File: src/rtl/uart_tx_fifo.sv
// Buffered UART transmitter: valid/ready byte FIFO feeding an 8N1 serialiser, LSB first.
// Define UART_TX_PARITY_EN to insert an even-parity bit (8E1 framing).
module uart_tx_fifo #(
  parameter int unsigned FIFO_DEPTH = 16,
  parameter int unsigned DIV_WIDTH  = 32
) (
  input  logic                          clk,
  input  logic                          reset,
  input  logic [DIV_WIDTH-1:0]          cfg_divider,
  input  logic [7:0]                    in_data,
  input  logic                          in_valid,
  output logic                          in_ready,
  output logic                          ser_tx,
  output logic                          busy,
  output logic [$clog2(FIFO_DEPTH):0]   fifo_count
);

  localparam int unsigned PW = $clog2(FIFO_DEPTH);
  localparam logic [PW:0] FULL_C = (PW+1)'(FIFO_DEPTH);

  typedef enum logic [2:0] {
    S_IDLE,
    S_START,
    S_DATA,
`ifdef UART_TX_PARITY_EN
    S_PARITY,
`endif
    S_STOP
  } state_e;

  logic [7:0]           mem_q [FIFO_DEPTH];
  logic [PW-1:0]        wptr_q, rptr_q;
  logic [PW:0]          count_q, count_d;
  logic                 push, pop;

  state_e               state_q, state_d;
  logic [DIV_WIDTH-1:0] cnt_q, cnt_d;
  logic [DIV_WIDTH-1:0] div_q, div_d;
  logic [DIV_WIDTH-1:0] div_eff;
  logic [7:0]           shift_q, shift_d;
  logic [2:0]           idx_q, idx_d;
  logic                 ser_q, ser_d;
  logic                 bit_end;
`ifdef UART_TX_PARITY_EN
  logic                 parity_q, parity_d;
`endif

  // ---------------- FIFO ----------------
  assign in_ready = (count_q != FULL_C);
  assign push     = in_valid & in_ready;

  always_ff @(posedge clk) begin
    if (push) mem_q[wptr_q] <= in_data;
  end

  always_comb begin
    count_d = count_q;
    unique case ({push, pop})
      2'b10:   count_d = count_q + 1'b1;
      2'b01:   count_d = count_q - 1'b1;
      default: count_d = count_q;
    endcase
  end

  always_ff @(posedge clk) begin
    if (reset) begin
      wptr_q  <= '0;
      rptr_q  <= '0;
      count_q <= '0;
    end else begin
      if (push) wptr_q <= wptr_q + 1'b1;
      if (pop)  rptr_q <= rptr_q + 1'b1;
      count_q <= count_d;
    end
  end

  // ---------------- Serialiser ----------------
  assign div_eff = (cfg_divider < DIV_WIDTH'(2)) ? DIV_WIDTH'(2) : cfg_divider;
  assign bit_end = (cnt_q == div_q - 1'b1);

  always_comb begin
    state_d = state_q;
    cnt_d   = bit_end ? '0 : cnt_q + 1'b1;
    div_d   = div_q;
    shift_d = shift_q;
    idx_d   = idx_q;
    ser_d   = ser_q;
    pop     = 1'b0;
`ifdef UART_TX_PARITY_EN
    parity_d = parity_q;
`endif

    unique case (state_q)
      S_IDLE: begin
        cnt_d = '0;
        ser_d = 1'b1;
        pop   = (count_q != '0);
      end
      S_START: begin
        if (bit_end) begin
          state_d = S_DATA;
          ser_d   = shift_q[0];
        end
      end
      S_DATA: begin
        if (bit_end) begin
          if (idx_q == 3'd7) begin
`ifdef UART_TX_PARITY_EN
            state_d = S_PARITY;
            ser_d   = parity_q;
`else
            state_d = S_STOP;
            ser_d   = 1'b1;
`endif
          end else begin
            idx_d   = idx_q + 1'b1;
            shift_d = {1'b0, shift_q[7:1]};
            ser_d   = shift_q[1];
          end
        end
      end
`ifdef UART_TX_PARITY_EN
      S_PARITY: begin
        if (bit_end) begin
          state_d = S_STOP;
          ser_d   = 1'b1;
        end
      end
`endif
      S_STOP: begin
        if (bit_end) begin
          state_d = S_IDLE;
          ser_d   = 1'b1;
          pop     = (count_q != '0);
        end
      end
      default: begin
        state_d = S_IDLE;
        ser_d   = 1'b1;
      end
    endcase

    // Loading a new byte is shared by the idle pop and the back-to-back pop at end of STOP.
    if (pop) begin
      state_d = S_START;
      shift_d = mem_q[rptr_q];
      div_d   = div_eff;
      cnt_d   = '0;
      idx_d   = '0;
      ser_d   = 1'b0;
`ifdef UART_TX_PARITY_EN
      parity_d = ^mem_q[rptr_q];
`endif
    end
  end

  always_ff @(posedge clk) begin
    if (reset) begin
      state_q <= S_IDLE;
      cnt_q   <= '0;
      div_q   <= DIV_WIDTH'(2);
      shift_q <= '0;
      idx_q   <= '0;
      ser_q   <= 1'b1;
`ifdef UART_TX_PARITY_EN
      parity_q <= 1'b0;
`endif
    end else begin
      state_q <= state_d;
      cnt_q   <= cnt_d;
      div_q   <= div_d;
      shift_q <= shift_d;
      idx_q   <= idx_d;
      ser_q   <= ser_d;
`ifdef UART_TX_PARITY_EN
      parity_q <= parity_d;
`endif
    end
  end

  assign ser_tx     = ser_q;
  assign busy       = (state_q != S_IDLE) | (count_q != '0);
  assign fifo_count = count_q;

endmodule

File: config.mk
export PLATFORM = sky130hd
export DESIGN_NAME = uart_tx_fifo
export DESIGN_NICKNAME = d
export VERILOG_FILES = /design/src/rtl/uart_tx_fifo.sv
export SDC_FILE = /design/constraint.sdc
export NUM_CORES = 1
export LEC_CHECK = 0
export BUFFER_PORTS_ARGS = -buffer_cell sky130_fd_sc_hd__buf_2
export CORE_MARGIN = 2
export CORE_UTILIZATION = 50
export DETAILED_ROUTE_END_ITERATION = 7
export HOLD_SLACK_MARGIN = 0.02
export MAX_ROUTING_LAYER = met4
export PLACE_DENSITY_LB_ADDON = 0.15
export SYNTH_ARGS = -nofsm -noshare
export SYNTH_HDL_FRONTEND = slang
export SYNTH_SLANG_ARGS = --single-unit
File: constraint.sdc
create_clock -name clk -period 9.45 [get_ports clk]
set_input_delay 2.3625 -clock clk [delete_from_list [all_inputs] [get_ports clk]]
set_output_delay 2.3625 -clock clk [all_outputs]
set_load 0.05 [all_outputs]
; Yosys cells after proc, flatten, opt, wreduce, memory -nomap -nowiden
; Memory sizes are Yosys's and may differ from the RTL's. A register that Yosys moved wholly into a read port is not among the register bits.
; Cells that the tools add are included.
[totals]
ff_bits = 92
latch_bits = 0
mem_bits_rw = 128
rom_bits = 0
out_inout_bits = 8
word_cells = 78
n_memories = 1
[mem_list]
columns = name, words, word_bits, rd, rd_ports_with_merged_regs, wr, line_no
row1 = mem_q, 16, 8, 1, 1, 1, 31  ; logic [7:0] mem_q [FIFO_DEPTH];
[classes]
addsub = 7
multipliers = 0
div = 0
n_lt_le_gt_ge = 1
n_eq_ne = 18
shifts = 0
n_mux = 24
n_bitwise = 4
reduce_logical = 13
[ops]
columns = cell, n
row1 = $add 32x1->32 const B, 1
row2 = $eq 32x32->1, 1
row3 = $lt 32x2->1 const B, 1
row4 = $mux 32, 1
row5 = $mux 8, 4
row6 = $sub 32x1->32 const B, 1
row7 = $mux 3, 4
row8 = $ne 2x2->1 const B, 6
row9 = $ne 3x3->1 const B, 4
row10 = $pmux 3 s4, 1
row11 = $pmux 5 s2, 1
row12 = $reduce_and 5->1, 2
row13 = $mux 1, 9
row14 = $reduce_and 3->1, 3
row15 = $add 4x1->4 const B, 2
row16 = $mux 4, 2
row17 = $eq 3x2->1 const B, 2
row18 = $reduce_bool 2->1, 3
row19 = $add 5x1->5 const B, 1
row20 = $ne 5x5->1 const B, 1
row21 = $reduce_bool 5->1, 1
row22 = $sub 5x1->5 const B, 1
row23 = $reduce_or 4->1, 1
row24 = $add 3x1->3 const B, 1
row25 = other kinds (12), 13

; Depth between registers and ports, before layout
[depth]
word_depth = 6
ltp_mapped = 20
ltp_nobuf = 18

; Worst setup path after synthesis
; OpenSTA, ideal clock, no wires.
[synth_timing]
kind = register to register
startpoint = register div_q[11]
endpoint = register count_q[4] (netlist: fifo_count[4])
t_arrival_ns = 4.938
t_required_ns = 9.325
path_slack_ns = 4.387
path_stages_with_launch = 20
period_less_slack_ns = 5.063
cell_sequence = dfxtp_1 -> or4_4 -> or4_1 -> buf_2 -> or3_1 -> o2bb2ai_1 -> nor4_1 -> or4b_1 -> o41ai_2 -> nand2_1 -> clkbuf_1 -> inv_2 -> ha_1 -> clkbuf_1 -> xor2_1 -> ha_1 -> or3_1 -> a21o_1 -> a311oi_1 -> nand3b_1
[synth_between]
elab_chain_len = 6
elab_cells_between_ends = 8
[synth_lines]
columns = item, line_no
row1 = from (decl), 38  ; logic [DIV_WIDTH-1:0] div_q, div_d;
row2 = from (signal assigned), 171  ; div_q <= div_d;
row3 = $sub 32x1->32 (*), 79  ; assign bit_end = (cnt_q == div_q - 1'b1);
row4 = $eq 32x32->1 (*), 79
row5 = $mux 1 (*), 131  ; if (bit_end) begin
row6 = $pmux 1 s2 (*), 93  ; unique case (state_q)
row7 = net pop, 34  ; logic push, pop;
row8 = $eq 2x1->1 / $eq 2x2->1 (equally long branches), 58  ; unique case ({push, pop})
row9 = $pmux 5 s2 / $reduce_bool 2->1 (equally long branches), -
row10 = to (signal assigned), 73  ; count_q <= count_d;
row11 = to (decl), 33  ; logic [PW:0] count_q, count_d;
; Mark *: on every way through the listed nets, which the timed path passes. The rest lies on a longest branch.
; A chain may end at the register's enable or synchronous reset.

; Worst setup path after layout
[layout_timing]
startpoint = register div_q[17]
endpoint = register count_q[4] (netlist: fifo_count[4])
; The elaborated chain is that of the path after synthesis.

==> reports/qor.txt <==
RePlAce Congestion = 0.883
Core ar. = 0.0202 mm2
sequential-to-total area share from yosys stat = 56.2%
CP required = 9.86 ns
worst hold slack = 0.486 ns
die span in x = 147 um
total gr overflow = 0
CP Buf/Inv Count = 2
die area = 0.0216 mm2
Nets = 929
worst rel slew slack = 23.1%
area grow syn2layout = 12.4%
Fillers = 1,659
vias in the first global route = 6,849
post-synth net total = 889
Cell Rows = 52
# IOs = 51
Vias = 6,670
Leak = 4.05 nW
I/O Buffers = 50
gr usage total = 22.7%
final setup fails = 0
maxcap violations = 0
Syn Inst Count = 830
RSZ-0062 raised after global routing = false
hpwl dp = 16,600 um
residual DRC count = 0
Worst Tran Pin Value = 1.15 ns
ANT cells = 0
most common cell after layout, fill and taps aside = edfxtp_1
Simple-Gate Fraction of Synth Area = 15.3%
Post-CTS Resized = 0
# Post-CTS Setup Buffers = 0
largest net degree at the start of global routing = 38
die height = 147 um
Max Fclk = 161 MHz
CTS max path bufs = 3
skew final = 0.0149 ns
clock share of power = 26.7%
Setup CP Type = reg2reg
CP Max Fanout = 22
switching pwr = 0.00127 W
initial antenna violation count = 0
Initial Utilization = 50.7%
Post-Synth Adder-Cell Area = 1.96%
crit share post-route = 65.6%
final wirelength = 23,200 um
# clock sinks = 223
mux contribution to synthesized area = 10.2%
finished layout cell area = 0.0115 mm2
first-pass GRT wire length = 37,300 um
Synth Flop Type = edfxtp_1
CTS buffer count = 24
First DRT Iteration DRCs = 382
syn avg cell area = 12.3 um2
CTS tree = built
FF/Latch Area = 0.00575 mm2
Sw Ratio = 36.6%
CP top delay family = simple AND/OR/NAND/NOR gates
PD cells = 302 mW/mm2
ys async rst share = 0%
share of cells above drive strength 1 = 16.9%
max-slew violation count = 0
Synth Register Bits = 223
H-tree levels = 1
crit-path cells = nor4_1 > nand4b_1 > or4_1 > nor4b_1 > a21oi_1 > or4_1 > o41ai_2 > buf_4 > nand2_1 > inv_2 > ha_1 > xor2_1 > ha_1 > or3_1 > a21o_1 > a311oi_1 > nand3b_1
CP startpoint kind = flip-flop
Synth Area in Compound Gates = 7.66%
vias per cell = 5.76
Hold WC Path Type = reg2reg
wire per inst = 20.0 um
Hold Vio Cnt, Final = 0
Gate power share = 36.0%
post-synth top area share = 37.6%
cell-internal power = 0.00220 W
footprint of the multi-input gates = 0.00425 mm2
antenna viol nets, final = 0
Post-Synth XOR/XNOR Area = 6.34%
leading area contributor after synthesis = edfxtp_1
crit path capture type = flip-flop
DR pass1 iterations = 5
crit path time final = 6.20 ns
Synth Warn # = 0
slowest stage cell, crit path = nor4_1
post-route setup TNS = 0 ns
Post-synth EDFFs = 128
Worst Path Arrival = 6.61 ns
outcome = finished clean
mapped cell area = 0.0102 mm2
clock-pin slew on the worst setup and hold paths = 0.06 ns
Clock Tree Root = clkbuf_16
Synth cell types = 68
Skew-Pair Late Insertion Delay = 0.53 ns
synth top area cells = edfxtp_1 38%, dfxtp_1 19%, mux4_2 8.8%
Peak supply drop = 0.000206 V
part of the power in registers = 37.3%
hold_buf cts = 0
most frequent cells in the layout = 128 x edfxtp_1, 104 x nor2_1, 94 x dfxtp_1, 50 x buf_2, 41 x xor2_1
placed cell areas = 0.0107 mm2
main combinational cell family by area after synthesis = simple AND/OR/NAND/NOR gates
crit-path max cell delay = 0.93 ns
[final cells by class]
class	count	area share [%]
repair buffers	59	2.76
inverters	15	0.490
flip-flops and latches	223	50.0
clock buffers	27	5.32
multi-input cells	547	37.0
well taps	270	2.94
clock inverters	17	1.55
[state kept, by name, summed over array words and instances, names as in the netlist, named ones only]
signal	cells
div_q	32
mem_q	128
cnt_q	32
fifo_count	5
rptr_q	4
state_q	2
idx_q	3
shift_q	8
ser_tx	1
wptr_q	4
[cell families (layout without fill, tap and decap cells)]
family | after synthesis | count (layout)
simple gates | 299 | 299
flops | 223 | 223
xor+xnor | 74 | 74
buf+inv | 60 | 118
fa+ha+maj | 16 | 16
compound gates | 104 | 104
mux | 54 | 54
[layer usage]
| layer | wire length (um) | share of wire (%) | global-route usage [%] |
|---|---|---|---|
| met5 | 0 | 0 | - |
| met4 | 846 | 3.7 | 7.98 |
| met3 | 1040 | 4.5 | 3.57 |
| met2 | 11900 | 51 | 38.8 |
| met1 | 9430 | 41 | 27.5 |
[worst min-delay path, delay by kind of cell, from the launching register on]
| family | cells | cell delay [ns] |
|---|---|---|
| flip-flops | 1 | 0.31 |
| AND/OR/NAND/NOR | 1 | 0.06 |
| AO/OA/AOI/OAI | 1 | 0.06 |
[synthesized netlist by cell type, drive strengths merged (13+ instances only)]
cell    count
clkbuf     33
dfxtp      95
nor4       29
a22o       31
nand2      37
nor2      104
nand4      17
inv        15
mux4       40
xor2       41
mux2i      13
or3        14
ha         16
edfxtp    128
xnor2      33
nor3       15
nand3      20
a21oi      16
[stage by stage]
step	setup WS, ns	util, %	total power [W]	cells
after floorplan	4.39	-	0.00224	830
after global placement	3.56	53.1	0.00254	1114
after detailed placement	3.32	53.1	0.00255	1114
after CTS	3.34	57.0	0.00349	1158
after global routing	2.87	57.0	0.00368	1158
final	3.25	57.0	0.00347	1158
[worst paths after layout]
kind              slack [ns]  cells after the start               startpoint                          to
setup / recovery        3.25                     17   div_q[17]$_SDFFE_PP0P_  fifo_count[4]$_SDFFE_PP0P_
hold reg to reg         0.49                      2  shift_q[7]$_SDFFE_PP0P_     shift_q[7]$_SDFFE_PP0P_
hold / removal          0.49                      2  shift_q[7]$_SDFFE_PP0P_     shift_q[7]$_SDFFE_PP0P_
setup reg to reg        3.25                     17   div_q[17]$_SDFFE_PP0P_  fifo_count[4]$_SDFFE_PP0P_
[power by group through the flow]
stage	Clock [W]	Combinational [W]	Sequential, W
finish	0.000925	0.00125	0.00129
floorplan	0	0.000961	0.00128
detailed placement	0	0.00124	0.00131
global route	0.000988	0.00138	0.00131
CTS	0.000948	0.00125	0.00129
global placement	0	0.00123	0.00130
Power figures use the tool's default switching activity.
